## src/rtl/axi4lite_cmd_sequencer_pkg.sv

```systemverilog
// Shared types for the AXI4-Lite command sequencer: bus widths, FSM states and
// the queued command record.
package axi4lite_cmd_sequencer_pkg;

   localparam int unsigned ADDRWIDTH = 32;
   localparam int unsigned DATAWIDTH = 32;

   typedef enum logic [1:0] {
      IDLE,
      ISSUE,
      WAIT
   } seq_state_t;

   typedef struct packed {
      logic                 write;
      logic [ADDRWIDTH-1:0] addr;
      logic [DATAWIDTH-1:0] data;
   } seq_cmd_t;

   function automatic logic [15:0] sat_inc16(input logic [15:0] v);
      return (v == '1) ? v : v + 16'd1;
   endfunction

endpackage

```

## src/rtl/axi4lite_cmd_sequencer_if.sv

```systemverilog
// Command-side and DUV-side signals of the sequencer. Statistics counters are
// present only when AXI4LITE_SEQ_STATS_EN is defined.
interface axi4lite_cmd_sequencer_if
   import axi4lite_cmd_sequencer_pkg::*;
#(
   parameter int unsigned FIFO_DEPTH = 4
);
   localparam int unsigned CNTW = $clog2(FIFO_DEPTH) + 1;

   logic                 cmd_valid;
   logic                 cmd_ready;
   logic                 cmd_write;
   logic [ADDRWIDTH-1:0] cmd_addr;
   logic [DATAWIDTH-1:0] cmd_data;
   logic                 txn_done;
   logic                 rd_en;
   logic                 wr_en;
   logic [ADDRWIDTH-1:0] Read_Address;
   logic [ADDRWIDTH-1:0] Write_Address;
   logic [DATAWIDTH-1:0] Write_Data;
   logic                 busy;
   logic                 timeout_err;
   logic [CNTW-1:0]      fifo_count;
`ifdef AXI4LITE_SEQ_STATS_EN
   logic [15:0]          wr_issued;
   logic [15:0]          rd_issued;
   logic [15:0]          timeouts;
`endif

   modport slave (
      input  cmd_valid, cmd_write, cmd_addr, cmd_data, txn_done,
      output cmd_ready, rd_en, wr_en, Read_Address, Write_Address, Write_Data,
             busy, timeout_err, fifo_count
`ifdef AXI4LITE_SEQ_STATS_EN
      , output wr_issued, rd_issued, timeouts
`endif
   );

   modport master (
      output cmd_valid, cmd_write, cmd_addr, cmd_data, txn_done,
      input  cmd_ready, rd_en, wr_en, Read_Address, Write_Address, Write_Data,
             busy, timeout_err, fifo_count
`ifdef AXI4LITE_SEQ_STATS_EN
      , input wr_issued, rd_issued, timeouts
`endif
   );

endinterface

```

## src/rtl/axi4lite_cmd_fifo.sv

```systemverilog
// Synchronous command FIFO; pointers wrap modulo DEPTH, count is one bit wider
// so full and empty stay distinguishable.
module axi4lite_cmd_fifo
   import axi4lite_cmd_sequencer_pkg::*;
#(
   parameter int unsigned DEPTH = 4
) (
   input  logic                     clk_i,
   input  logic                     rst_i,
   input  logic                     push_i,
   input  seq_cmd_t                 data_i,
   input  logic                     pop_i,
   output seq_cmd_t                 data_o,
   output logic                     full_o,
   output logic                     empty_o,
   output logic [$clog2(DEPTH):0]   count_o
);
   localparam int unsigned PW = $clog2(DEPTH);
   localparam logic [PW:0] FULL_CNT = (PW+1)'(DEPTH);

   seq_cmd_t        mem_q [DEPTH];
   logic [PW-1:0]   wr_ptr_q, wr_ptr_d;
   logic [PW-1:0]   rd_ptr_q, rd_ptr_d;
   logic [PW:0]     count_q, count_d;
   logic            do_push, do_pop;

   assign do_push = push_i && !full_o;
   assign do_pop  = pop_i && !empty_o;

   always_comb begin
      wr_ptr_d = wr_ptr_q;
      rd_ptr_d = rd_ptr_q;
      count_d  = count_q;
      if (do_push) wr_ptr_d = wr_ptr_q + PW'(1);
      if (do_pop)  rd_ptr_d = rd_ptr_q + PW'(1);
      case ({do_push, do_pop})
         2'b10:   count_d = count_q + (PW+1)'(1);
         2'b01:   count_d = count_q - (PW+1)'(1);
         default: count_d = count_q;
      endcase
   end

   always_ff @(posedge clk_i) begin
      if (rst_i) begin
         wr_ptr_q <= '0;
         rd_ptr_q <= '0;
         count_q  <= '0;
      end else begin
         wr_ptr_q <= wr_ptr_d;
         rd_ptr_q <= rd_ptr_d;
         count_q  <= count_d;
      end
   end

   always_ff @(posedge clk_i) begin
      if (do_push) mem_q[wr_ptr_q] <= data_i;
   end

   assign data_o  = mem_q[rd_ptr_q];
   assign full_o  = (count_q == FULL_CNT);
   assign empty_o = (count_q == '0);
   assign count_o = count_q;

endmodule

```

## src/rtl/axi4lite_cmd_sequencer.sv

```systemverilog
// Issues queued AXI4-Lite commands one at a time as single-cycle strobes and
// waits for txn_done or a timeout. Optional counters: AXI4LITE_SEQ_STATS_EN.
module axi4lite_cmd_sequencer
   import axi4lite_cmd_sequencer_pkg::*;
#(
   parameter int unsigned FIFO_DEPTH = 4,
   parameter int unsigned TIMEOUT    = 16
) (
   input  logic                     clk,
   input  logic                     rst,
   axi4lite_cmd_sequencer_if.slave  bus
);
   localparam int unsigned CW = $clog2(FIFO_DEPTH) + 1;
   localparam int unsigned TW = $clog2(TIMEOUT);
   localparam logic [TW-1:0] TLAST = TW'(TIMEOUT - 1);

   seq_state_t           state_q, state_d;
   logic [TW-1:0]        timer_q, timer_d;
   logic                 wr_en_q, wr_en_d;
   logic                 rd_en_q, rd_en_d;
   logic [ADDRWIDTH-1:0] rd_addr_q, rd_addr_d;
   logic [ADDRWIDTH-1:0] wr_addr_q, wr_addr_d;
   logic [DATAWIDTH-1:0] wr_data_q, wr_data_d;

   logic                 push, pop, full, empty, timeout_hit;
   seq_cmd_t             push_cmd, head;
   logic [CW-1:0]        count;

   assign push     = bus.cmd_valid && !full;
   assign push_cmd = '{write: bus.cmd_write, addr: bus.cmd_addr, data: bus.cmd_data};

   axi4lite_cmd_fifo #(
      .DEPTH (FIFO_DEPTH)
   ) u_fifo (
      .clk_i   (clk),
      .rst_i   (rst),
      .push_i  (push),
      .data_i  (push_cmd),
      .pop_i   (pop),
      .data_o  (head),
      .full_o  (full),
      .empty_o (empty),
      .count_o (count)
   );

   // Strobe and address registers are loaded on the IDLE->ISSUE edge so they
   // become visible during ISSUE, while the entry itself is popped in ISSUE.
   always_comb begin
      state_d     = state_q;
      timer_d     = timer_q;
      wr_en_d     = 1'b0;
      rd_en_d     = 1'b0;
      rd_addr_d   = rd_addr_q;
      wr_addr_d   = wr_addr_q;
      wr_data_d   = wr_data_q;
      pop         = 1'b0;
      timeout_hit = 1'b0;
      case (state_q)
         IDLE: begin
            if (!empty) begin
               state_d = ISSUE;
               wr_en_d = head.write;
               rd_en_d = !head.write;
               if (head.write) begin
                  wr_addr_d = head.addr;
                  wr_data_d = head.data;
               end else begin
                  rd_addr_d = head.addr;
               end
            end
         end
         ISSUE: begin
            pop     = 1'b1;
            timer_d = '0;
            state_d = WAIT;
         end
         WAIT: begin
            if (bus.txn_done) begin
               state_d = IDLE;
               timer_d = '0;
            end else if (timer_q == TLAST) begin
               timeout_hit = 1'b1;
               state_d     = IDLE;
               timer_d     = '0;
            end else begin
               timer_d = timer_q + TW'(1);
            end
         end
         default: state_d = IDLE;
      endcase
   end

   always_ff @(posedge clk) begin
      if (rst) begin
         state_q   <= IDLE;
         timer_q   <= '0;
         wr_en_q   <= 1'b0;
         rd_en_q   <= 1'b0;
         rd_addr_q <= '0;
         wr_addr_q <= '0;
         wr_data_q <= '0;
      end else begin
         state_q   <= state_d;
         timer_q   <= timer_d;
         wr_en_q   <= wr_en_d;
         rd_en_q   <= rd_en_d;
         rd_addr_q <= rd_addr_d;
         wr_addr_q <= wr_addr_d;
         wr_data_q <= wr_data_d;
      end
   end

   assign bus.cmd_ready     = !full;
   assign bus.wr_en         = wr_en_q;
   assign bus.rd_en         = rd_en_q;
   assign bus.Read_Address  = rd_addr_q;
   assign bus.Write_Address = wr_addr_q;
   assign bus.Write_Data    = wr_data_q;
   assign bus.busy          = (state_q != IDLE) || !empty;
   assign bus.timeout_err   = timeout_hit;
   assign bus.fifo_count    = count;

`ifdef AXI4LITE_SEQ_STATS_EN
   logic [15:0] wr_cnt_q, rd_cnt_q, to_cnt_q;

   always_ff @(posedge clk) begin
      if (rst) begin
         wr_cnt_q <= '0;
         rd_cnt_q <= '0;
         to_cnt_q <= '0;
      end else begin
         if (wr_en_q)     wr_cnt_q <= sat_inc16(wr_cnt_q);
         if (rd_en_q)     rd_cnt_q <= sat_inc16(rd_cnt_q);
         if (timeout_hit) to_cnt_q <= sat_inc16(to_cnt_q);
      end
   end

   assign bus.wr_issued = wr_cnt_q;
   assign bus.rd_issued = rd_cnt_q;
   assign bus.timeouts  = to_cnt_q;
`endif

endmodule

```

## src/flat_wrapper.sv

```systemverilog
// flat-port wrapper written by rule: the top's interface ports become plain ports
module axi4lite_cmd_sequencer_flat import axi4lite_cmd_sequencer_pkg::*;
#(
   parameter int unsigned FIFO_DEPTH = 4,
   parameter int unsigned TIMEOUT    = 16
)
  (clk, rst, bus_cmd_valid, bus_cmd_write, bus_cmd_addr, bus_cmd_data, bus_txn_done, bus_cmd_ready, bus_rd_en, bus_wr_en, bus_Read_Address, bus_Write_Address, bus_Write_Data, bus_busy, bus_timeout_err, bus_fifo_count);
  axi4lite_cmd_sequencer_if #(.FIFO_DEPTH(FIFO_DEPTH)) bus_i ();
  input  logic clk;
  input  logic rst;
  input wire logic [$bits(bus_i.cmd_valid)-1:0] bus_cmd_valid;
  input wire logic [$bits(bus_i.cmd_write)-1:0] bus_cmd_write;
  input wire logic [$bits(bus_i.cmd_addr)-1:0] bus_cmd_addr;
  input wire logic [$bits(bus_i.cmd_data)-1:0] bus_cmd_data;
  input wire logic [$bits(bus_i.txn_done)-1:0] bus_txn_done;
  output wire logic [$bits(bus_i.cmd_ready)-1:0] bus_cmd_ready;
  output wire logic [$bits(bus_i.rd_en)-1:0] bus_rd_en;
  output wire logic [$bits(bus_i.wr_en)-1:0] bus_wr_en;
  output wire logic [$bits(bus_i.Read_Address)-1:0] bus_Read_Address;
  output wire logic [$bits(bus_i.Write_Address)-1:0] bus_Write_Address;
  output wire logic [$bits(bus_i.Write_Data)-1:0] bus_Write_Data;
  output wire logic [$bits(bus_i.busy)-1:0] bus_busy;
  output wire logic [$bits(bus_i.timeout_err)-1:0] bus_timeout_err;
  output wire logic [$bits(bus_i.fifo_count)-1:0] bus_fifo_count;
  assign bus_i.cmd_valid = bus_cmd_valid;
  assign bus_i.cmd_write = bus_cmd_write;
  assign bus_i.cmd_addr = bus_cmd_addr;
  assign bus_i.cmd_data = bus_cmd_data;
  assign bus_i.txn_done = bus_txn_done;
  assign bus_cmd_ready = bus_i.cmd_ready;
  assign bus_rd_en = bus_i.rd_en;
  assign bus_wr_en = bus_i.wr_en;
  assign bus_Read_Address = bus_i.Read_Address;
  assign bus_Write_Address = bus_i.Write_Address;
  assign bus_Write_Data = bus_i.Write_Data;
  assign bus_busy = bus_i.busy;
  assign bus_timeout_err = bus_i.timeout_err;
  assign bus_fifo_count = bus_i.fifo_count;
  axi4lite_cmd_sequencer #(.FIFO_DEPTH(FIFO_DEPTH), .TIMEOUT(TIMEOUT)) u_core (.clk(clk), .rst(rst), .bus(bus_i));
endmodule
```

## config.mk

```make
export PLATFORM = sky130hd
export DESIGN_NAME = axi4lite_cmd_sequencer_flat
export DESIGN_NICKNAME = d
export VERILOG_FILES = /design/src/rtl/axi4lite_cmd_sequencer_pkg.sv /design/src/rtl/axi4lite_cmd_sequencer_if.sv /design/src/rtl/axi4lite_cmd_fifo.sv /design/src/rtl/axi4lite_cmd_sequencer.sv /design/src/flat_wrapper.sv
export SDC_FILE = /design/constraint.sdc
export NUM_CORES = 1
export LEC_CHECK = 0
export CAP_MARGIN = 10
export CORE_ASPECT_RATIO = 1.2
export CORE_UTILIZATION = 40
export DETAILED_ROUTE_END_ITERATION = 6
export PLACE_DENSITY = 0.73
export SLEW_MARGIN = 20
export SYNTH_ARGS = -nofsm -noshare
export SYNTH_HDL_FRONTEND = slang
export SYNTH_SLANG_ARGS = --single-unit
```

## constraint.sdc

```tcl
create_clock -name clk -period 2.5 [get_ports clk]
set_input_delay 0.5 -clock clk [delete_from_list [all_inputs] [get_ports clk]]
set_output_delay 0.5 -clock clk [all_outputs]
set_load 0.02 [all_outputs]
```

Word-level counts from Yosys, hierarchy flattened

Memories as Yosys holds them, arrays and structs flattened. A register that Yosys moved wholly into a read port is not among the register bits.
Cells that the tools add are included.

Add/sub/neg operators: 5
Muxes and demuxes: 16
Bitwise logic cells: 3
Equal/unequal tests: 8
Reduce and logical (&&, ||, !) cells: 16

Operator list:

| operator              | count |
|---|---|
| $mux W2               | 5 |
| $mux W4               | 2 |
| $pmux W4 S2           | 1 |
| $mux W1               | 6 |
| $pmux W2 S3           | 1 |
| $pmux W3 S2           | 1 |
| $reduce_and A3 Y1     | 2 |
| $reduce_bool A2 Y1    | 3 |
| $add A2 B1 Y2 const B | 2 |
| $add A4 B1 Y4 const B | 1 |
| $eq A2 B1 Y1 const B  | 2 |
| $eq A2 B2 Y1 const B  | 2 |
| $eq A4 B4 Y1 const B  | 1 |
| $add A3 B1 Y3 const B | 1 |
| $eq A3 B3 Y1 const B  | 1 |
| $logic_and A1 B1 Y1   | 3 |
| $logic_not A1 Y1      | 3 |
| $logic_not A3 Y1      | 1 |
| $ne A3 B2 Y1 const B  | 1 |
| $not A1 Y1            | 3 |
| $reduce_or A3 Y1      | 1 |
| $sub A3 B1 Y3 const B | 1 |
| $logic_not A2 Y1      | 1 |
| $ne A2 B2 Y1 const B  | 1 |
| other kinds (2)       | 2 |

Word-level logic and storage cells: 59
Output and inout port bits: 104
Memory bits (writable): 260
Bits in registers: 111
Memories kept: 1
Input port bits: 69

Memories:

| name                | depth | width | rd ports | clocked after memory_dff | wr ports | line                    | RTL |
|---|---|---|---|---|---|---|---|
| u_core.u_fifo.mem_q | 4     | 65    | 1        | 1                        | 1        | axi4lite_cmd_fifo.sv:21 | `seq_cmd_t mem_q [DEPTH];` |

Longest topological paths before layout

Gate-level depths: netlist of run 1.

Word-level depth: 6
Gate-level depth with buffers: 10
Gate-level depth less buffers: 9

By module

A second synthesis of run 1 with hierarchy kept.

Cell total of the unflattened synthesis: 860
Area total of the unflattened synthesis: 13654.3 um2

Modules (own cells, without submodules):

| module                 | instances | sequential area each (um2) | cells each | area an instance (um2) |
|---|---|---|---|---|
| axi4lite_cmd_fifo      | 1         | 7987.7                     | 393        | 9900.7 |
| axi4lite_cmd_sequencer | 1         | 2082.0                     | 467        | 3753.6 |

Worst setup path before layout of run 1

OpenSTA, ideal clock, no wires.

Kind: reg2reg
Start point: register u_core.u_fifo.count_q[0], in the netlist u_core.u_fifo.count_o[0]
End point: memory u_core.u_fifo.mem_q[0][0] in the netlist's numbering (enable)
Cell stages (with the launch flop): 4
Buffers on the path: 1
Arrival time: 2.624 ns
Data required time: 2.070 ns
Period minus slack after synthesis: 3.055 ns
Setup time: 0.430 ns
Slack: -0.555 ns
Cells stage by stage: dfxtp_1 clkbuf_1 or3b_1 and3_1

Cells in the longest elaborated chain, start to end: 6

Ends and longest elaborated chain:

| what                              | line                         | RTL |
|---|---|---|
| start: declaration                | axi4lite_cmd_fifo.sv:24      | `logic [PW:0] count_q, count_d;` |
| start signal: assignment          | axi4lite_cmd_fifo.sv:51      | `count_q <= count_d;` |
| $eq A3 B3 Y1 (*)                  | axi4lite_cmd_fifo.sv:60      | `assign full_o = (count_q == FULL_CNT);` |
| $logic_not A1 Y1 (*)              | n/a                          |  |
| via bus_cmd_ready                 | flat_wrapper.sv:16           | `output wire logic [$bits(bus_i.cmd_ready)-1:0] bus_cmd_ready;` |
| $logic_and A1 B1 Y1               | axi4lite_cmd_sequencer.sv:29 | `assign push = bus.cmd_valid && !full;` |
| $logic_and A1 B1 Y1 (*)           | axi4lite_cmd_fifo.sv:27      | `assign do_push = push_i && !full_o;` |
| $mux W1 (*)                       | axi4lite_cmd_fifo.sv:56      | `if (do_push) mem_q[wr_ptr_q] <= data_i;` |
| $mux W1 (implied by the code) (*) | axi4lite_cmd_fifo.sv:56      |  |
| end: declaration                  | axi4lite_cmd_fifo.sv:21      |  |

Mark *: on every way through the listed nets, which the timed path passes. The rest lies on a longest branch.

Worst setup path after layout of run 1

Start point: register u_core.u_fifo.count_q[2], in the netlist u_core.u_fifo.count_o[2]
End point: output bus_cmd_ready

Cells in the longest elaborated chain, start to end: 2

Ends and longest elaborated chain:

| what             | line                          | RTL |
|---|---|---|
| $eq A3 B3 Y1     | axi4lite_cmd_fifo.sv:60       |  |
| $logic_not A1 Y1 | axi4lite_cmd_sequencer.sv:113 | `assign bus.cmd_ready = !full;` |
| end: declaration | flat_wrapper.sv:16            |  |

Every way passes these cells.

==> flow_summary_export.csv, run 1 <==
group,metric,value,unit
final_layout,area_growth_from_synthesis_to_layout,26.03,%
route,via_count,7539,
placement,dp_hpwl,16.60,mm
route,detail_route.drc_violations,0,
floorplanning,initial_utilization,40.80,%
floorplanning,row_count,73,
floorplanning,die_area,34650,um^2
placement,place_inst,1452,
sta,final_min_period_over_clock_period,92.85,%
critical_path,setup.worst_path.end_class,"output pin",
placement,gp_routability_congestion,0.7842,
floorplanning,floorplan.core_area,33250,um^2
synthesis,count_of_synthesis_stage_warnings_from_yosys,0,
critical_path,critical-path-max-stage-delay,0.56,ns
grt,grt_first_pass_wirelength,42.61,mm
clock_tree,path_clk_slew,0.06,ns
critical_path,library_cell_contributing_the_largest_single_delay_on_the_critical_path,"clkdlybuf4s50_1",
sta,highest_achievable_clock_rate,430.8,MHz
grt,maximum_number_of_pins_on_one_net_before_global_route_repair,65,
clock_tree,cts_tree,"done",
clock_tree,clockRootBuffer,"clkbuf_16",
sta,setup_viol,0,
clock_tree,clock_tree.buffer_depth,3,
sta,setup_total_negative_slack,0,ns
worst_hold_path,hold_path.class,"input pin to flop",
synthesis,synth_top_flop_cell,"edfxtp_1",
grt,gr-usage-all-layers,16.23,%
synthesis,syn_area,13560,um^2
grt,grt-ovfl-total,0,
placement,port-buffer-count,172,
sta,finalWorstPathRequiredPeriod,2.321,ns
grt,vias_in_the_first_global_route,7740,
route,antenna_violating_nets_post_route,0,
route,routed_wirelength,27.62,mm
final_layout,final_layout_size_suffix_gt1_share,14.67,%
synthesis,synth_seq_area_share,74.24,%
floorplanning,num_io_pins,173,
final_layout,mostFrequentLayoutCell,"edfxtp_1",
critical_path,timing.critical_path.arrival,1.82,ns
sta,maxSlewHeadroom,32.20,%
clock_tree,clock_insertion_delay_worst_skew,0.52,ns
sta,skew,0.01513,ns
critical_path,critical_path_startpoint_category,"flop",
pwr,power.ir.vdd_worst,0.6294,mV
floorplanning,die-width,170.1,um
synthesis,ys_ff_latch,373,
critical_path,path_cells,"or3b_4 -> clkdlybuf4s50_1",
synthesis,synth_nets,934,
sta,timing.final.hold_violations,0,
clock_tree,cts.htree.levels,2,
critical_path,criticalPathCategory,"flop to output pin",
critical_path,critPathRequiredTime,2.00,ns
route,route.detailed.vias_per_inst,4.953,
clock_tree,cts-buffers-inserted,38,
pwr,cellLeakagePower,5.521,nW
outcome,status,"finished, final reports clean",
pwr,pwr_density_cell,1021,nW/um^2
final_layout,most-common-layout-cells,"edfxtp_1 (260), nand2_1 (199), clkdlybuf4s50_1 (169)",
synthesis,synthArstFlopShare,0,%
floorplanning,die_height,203.7,um
run,cap_viol_max_count,0,
clock_tree,clock-sinks,373,
synthesis,synth_cell_type_count,40,
sta,worstMarginPinSlew,1.017,ns
sta,drv_slew,0,
route,drtPass1Iterations,4,
synthesis,syn_avg_cell_area,15.88,um^2
sta,rsz_0062_raised_after_global_routing,"no",
grt,number_of_antenna_violations_at_the_first_check_in_global_routing,5,
route,wl_per_cell,18.15,um
critical_path,critical_path_peak_fanout,6,
synthesis,edff_count_synth,260,
final_layout,finish.cell_count_without_fillers,1522,
synthesis,synth_cells,854,
route,dr.first_iter.drc_count,345,
final_layout,finish.net_count,1122,
==> where the power goes <==
group	internal, mW	leakage (nW)	switching (mW)	total (mW)
combinational	1.90	1.63	2.47	4.38
clock	3.10	0.583	2.24	5.34
sequential	7.42	3.31	0.312	7.73
==> cells by family (layout without fill, tap and decap cells) <==
kind of cell | count (synthesis) | in the layout | share of synthesized area [%]
buffers and inverters | 55 | 271 | 2.223
DFF | 373 | 373 | 74.24
xor gates and xnor gates | 5 | 5 | 0.3229
muxes | 66 | 66 | 10.87
AOI/OAI and AO/OA | 111 | 111 | 4.252
other | 0 | 2 | 0
adders and majority gates | 11 | 11 | 1.070
and+or+nand+nor | 233 | 233 | 7.029
==> synthesized netlist by cell type (2+ instances only) <==
cell type  count  area, um^2
inv_1          8       30.03
buf_2         13       65.06
edfxtp_1     260        7807
o21ai_0        2       10.01
nor3_1         2       10.01
dfxtp_1      113        2262
nor2b_1        2       12.51
ha_1          10       125.1
and2_1         3       18.77
nand2_1      199       747.0
xnor2_1        2       17.52
buf_6          7       78.83
nor2_1        10       37.54
clkbuf_1      18       67.56
mux4_2        65        1464
xor2_1         3       26.28
nand3_1        3       15.01
buf_4          7       52.55
a21oi_1      103       515.5
and3_1         4       25.02
==> stage by stage <==
stage	util [%]	setup slack, ns	power [mW]	hold slack [ns]	instance area (um^2)
global route	51.40	0.05662	18.28	0.3918	17090
global placement	47.82	0.08195	12.24	0.4420	15900
floorplan	-	0.002572	10.53	0.4571	13570
detailed placement	47.82	0.05526	12.32	0.4464	15900
finish	51.42	0.1787	17.45	0.3990	17100
CTS	51.39	0.04032	17.68	0.3809	17090
==> routing by layer <==
metal	wire (um)	up-vias	GRT usage [%]	part of all wire, %
met5	34	-	0	0.12
met1	11720	3782	20.22	42
met3	1506	54	3.959	5.5
li1	-	3527	-	-
met4	719	6	5.631	2.6
met2	13630	170	27.52	49
==> sequential cells by signal (all words and copies together), names as in the netlist, named ones only <==
signal / flops
u_core.timer_q: 4
u_core.bus.wr_en: 1
u_core.state_q: 2
u_core.bus.Write_Address: 32
u_core.u_fifo.count_o: 3
u_core.u_fifo.wr_ptr_q: 2
u_core.bus.rd_en: 1
u_core.bus.Write_Data: 32
u_core.bus.Read_Address: 32
u_core.u_fifo.mem_q: 260
u_core.u_fifo.rd_ptr_q: 2
==> timing repair <==
item | CTS | global route
setup buffers | 0 | 0
endpoints found under the setup margin | 0 | 2
resized for setup | 0 | 2
hold buffers | 0 | 0
==> area by class of cell <==
type                       instances  area (um^2)
fill                            2786        16150
sequential                       373        10080
multi-input combinational        426         3217
timing repair buffer             194         2014
clock buffer                      51         1062
tap                              450        563.0
clock inverter                    17        122.6
inverter                           9        33.78
antenna                            2        5.005
==> path summary, 6_finish.rpt <==
| check | from | endpoint | slack [ns] | cells past startpoint |
|---|---|---|---|---|
| setup / recovery | u_core.u_fifo.count_o[2]$_SDFFE_PP0P_ | bus_cmd_ready | 0.18 | 2 |
| hold / removal | rst | u_core.u_fifo.rd_ptr_q[0]$_SDFFE_PP0P_ | 0.40 | 2 |
| setup reg to reg | u_core.u_fifo.count_o[2]$_SDFFE_PP0P_ | u_core.u_fifo.count_o[2]$_SDFFE_PP0P_ | 0.19 | 9 |
| hold reg to reg | u_core.bus.Write_Data[28]$_SDFFE_PP0P_ | u_core.bus.Write_Data[28]$_SDFFE_PP0P_ | 0.45 | 2 |
==> worst max-delay path, delay by kind of cell, from the launching register on <==
kind / cells / cell delay, ns
buf+inv: 1 / 0.56
flops: 1 / 0.33
simple gates: 1 / 0.42
(Power assumes the default switching activity.)
==> run 2, diff against run 1 <==
Settings changed: CORE_UTILIZATION 40 to 50, PLACE_DENSITY 0.73 to 0.86.
==> flow_summary_export.csv, run 2 (synthesized netlist as in run 1, its figures left out) <==
group,metric,value,unit
outcome,status,"complete, but fails checks",
outcome,failed_checks,"design-rule violations",
pwr,power.ir.vdd_worst,0.5665,mV
sta,highest_achievable_clock_rate,412.7,MHz
placement,dp_hpwl,16.48,mm
final_layout,largest_register,"u_core.u_fifo.mem_q",
critical_path,critical_path_peak_fanout,4,
grt,grt_first_pass_wirelength,42.78,mm
run,cap_viol_max_count,0,
sta,final_min_period_over_clock_period,96.92,%
critical_path,setup_crit_start,"u_core.state_q[0]$_SDFFE_PP0P_",
critical_path,r2r-start,"u_core.u_fifo.count_o[1]$_SDFFE_PP0P_",
critical_path,critical_path_startpoint_category,"flop",
route,wl_per_cell,19.66,um
sta,finalWorstPathRequiredPeriod,2.423,ns
worst_hold_path,hold_path.class,"input pin to flop",
route,routed_wirelength,27.57,mm
clock_tree,clock_insertion_delay_worst_skew,0.51,ns
grt,vias_in_the_first_global_route,7959,
critical_path,critPathRequiredTime,2.00,ns
route,drtPass1Iterations,7,
sta,worstMarginPinSlew,0.9584,ns
floorplanning,die_area,27790,um^2
floorplanning,floorplan.core_area,26510,um^2
final_layout,most-common-layout-cells,"edfxtp_1 (260), nand2_1 (199), clkdlybuf4s50_1 (170)",
clock_tree,cts_tree,"done",
final_layout,finish.net_count,1118,
floorplanning,num_io_pins,173,
sta,setup_viol,0,
clock_tree,clock-sinks,373,
clock_tree,clockRootBuffer,"clkbuf_16",
clock_tree,post-cts-setup-buffer-count,0,
critical_path,cell_depth_of_the_worst_flop_to_flop_path,9,
sta,drv_slew,0,
pwr,pwr_density_cell,1042,nW/um^2
route,via_count,7744,
final_layout,flip_flop_count_of_the_largest_register_all_copies_and_words_added,260,
clock_tree,cts_resized,0,
critical_path,worst_r2r_endpoint,"u_core.u_fifo.count_o[2]$_SDFFE_PP0P_",
final_layout,final_layout_size_suffix_gt1_share,14.54,%
final_layout,mostFrequentLayoutCell,"edfxtp_1",
sta,timing.final.hold_violations,0,
final_layout,nFillCells,1839,
placement,gp_routability_congestion,0.7476,
critical_path,timing.critical_path.arrival,1.92,ns
clock_tree,ctsHoldBuffers,0,
sta,rsz_0062_raised_after_global_routing,"no",
route,detail_route.drc_violations,26,
critical_path,criticalPathCategory,"flop to output pin",
sta,maxSlewHeadroom,36.10,%
final_layout,area_growth_from_synthesis_to_layout,25.03,%
grt,gr-usage-all-layers,20.22,%
clock_tree,clock_tree.buffer_depth,3,
floorplanning,initial_utilization,51.16,%
critical_path,worstSetupEndpoint,"bus_busy",
sta,setup_total_negative_slack,0,ns
grt,number_of_antenna_violations_at_the_first_check_in_global_routing,2,
sta,whs,0.3598,ns
clock_tree,cts.htree.levels,2,
critical_path,reg2reg_slack,0.14,ns
floorplanning,die-width,152.4,um
floorplanning,die_height,182.4,um
route,dr.first_iter.drc_count,462,
route,antenna_violating_nets_post_route,0,
grt,grt-ovfl-total,0,
floorplanning,row_count,65,
placement,port-buffer-count,172,
sta,skew,0.02300,ns
grt,maximum_number_of_pins_on_one_net_before_global_route_repair,66,
pwr,cellLeakagePower,5.510,nW
clock_tree,cts-buffers-inserted,36,
route,route.detailed.vias_per_inst,5.524,
clock_tree,path_clk_slew,0.06,ns
critical_path,setup.worst_path.end_class,"output pin",
-- run 2: cell types whose count changed in the layout (fill, tap and decap cells not counted), moves of 2 or more --
cell / delta
bufinv_16: +3
inv_6: -2
clkbuf_8: +3
clkbuf_16: -2
clkinv_2: -2
clkinv_1: -2
buf_12: -2
clkinv_4: -2
-- run 2: worst max-delay path, stage by stage, from the launching register on --
cell,delay (ns)
dfxtp_1,0.37
inv_1,0.10
ha_1,0.27
nand2_1,0.09
clkdlybuf4s50_1,0.60
-- run 2: worst min path at each step --
stage,endpoint,from,cells after the start
finish,u_core.u_fifo.rd_ptr_q[0]$_SDFFE_PP0P_,rst,2
CTS,u_core.state_q[1]$_SDFFE_PP0P_,rst,2
global route,flop,rst,2
detailed placement,u_core.bus.Write_Data[25]$_SDFFE_PP0P_,u_core.bus.Write_Data[25]$_SDFFE_PP0P_,2
floorplan,u_core.timer_q[1]$_SDFFE_PP0P_,u_core.timer_q[1]$_SDFFE_PP0P_,2
global placement,u_core.bus.Read_Address[7]$_SDFFE_PP0P_,u_core.bus.Read_Address[7]$_SDFFE_PP0P_,2
-- run 2: final cells by class --
| class | count | area [um^2] | share of cell area (%) |
|---|---|---|---|
| sequential | 373 | 10080 | 59.42 |
| inverter | 9 | 33.78 | 0.1992 |
| tap | 335 | 419.2 | 2.472 |
| timing repair buffer | 192 | 1972 | 11.63 |
| clock inverter | 14 | 183.9 | 1.085 |
| antenna | 1 | 2.502 | 0.01476 |
| multi-input combinational | 426 | 3217 | 18.97 |
| clock buffer | 52 | 1054 | 6.212 |
-- run 2: report_power, final --
part | switching (mW) | total, mW | leakage, nW | internal [mW]
logic | 2.50 | 4.36 | 1.60 | 1.87
clock network | 2.19 | 5.55 | 0.601 | 3.36
registers | 0.336 | 7.75 | 3.31 | 7.42
total | 5.02 | 17.7 | 5.51 | 12.6
-- run 2: stage by stage --
step                setup slack (ns)  area [um^2]  std cells  util, %  total power [mW]
global route                 0.01938        16960       1401    63.95             18.42
CTS                          0.04519        16950       1401    63.95             17.81
finish                       0.07712        16960       1402    63.96             17.67
global placement              0.1090        15720       1335    59.28             12.12
floorplan                   0.002572        13570        854        -             10.53
detailed placement           0.08441        15720       1335    59.28             12.27
-- run 2: routing by layer --
metal,up-vias,wire [um],global-route usage [%]
met2,258,14320,36.09
met4,2,595,6.327
met1,3901,10830,24.67
met3,47,1810,4.203
met5,-,17,0
li1,3536,-,-
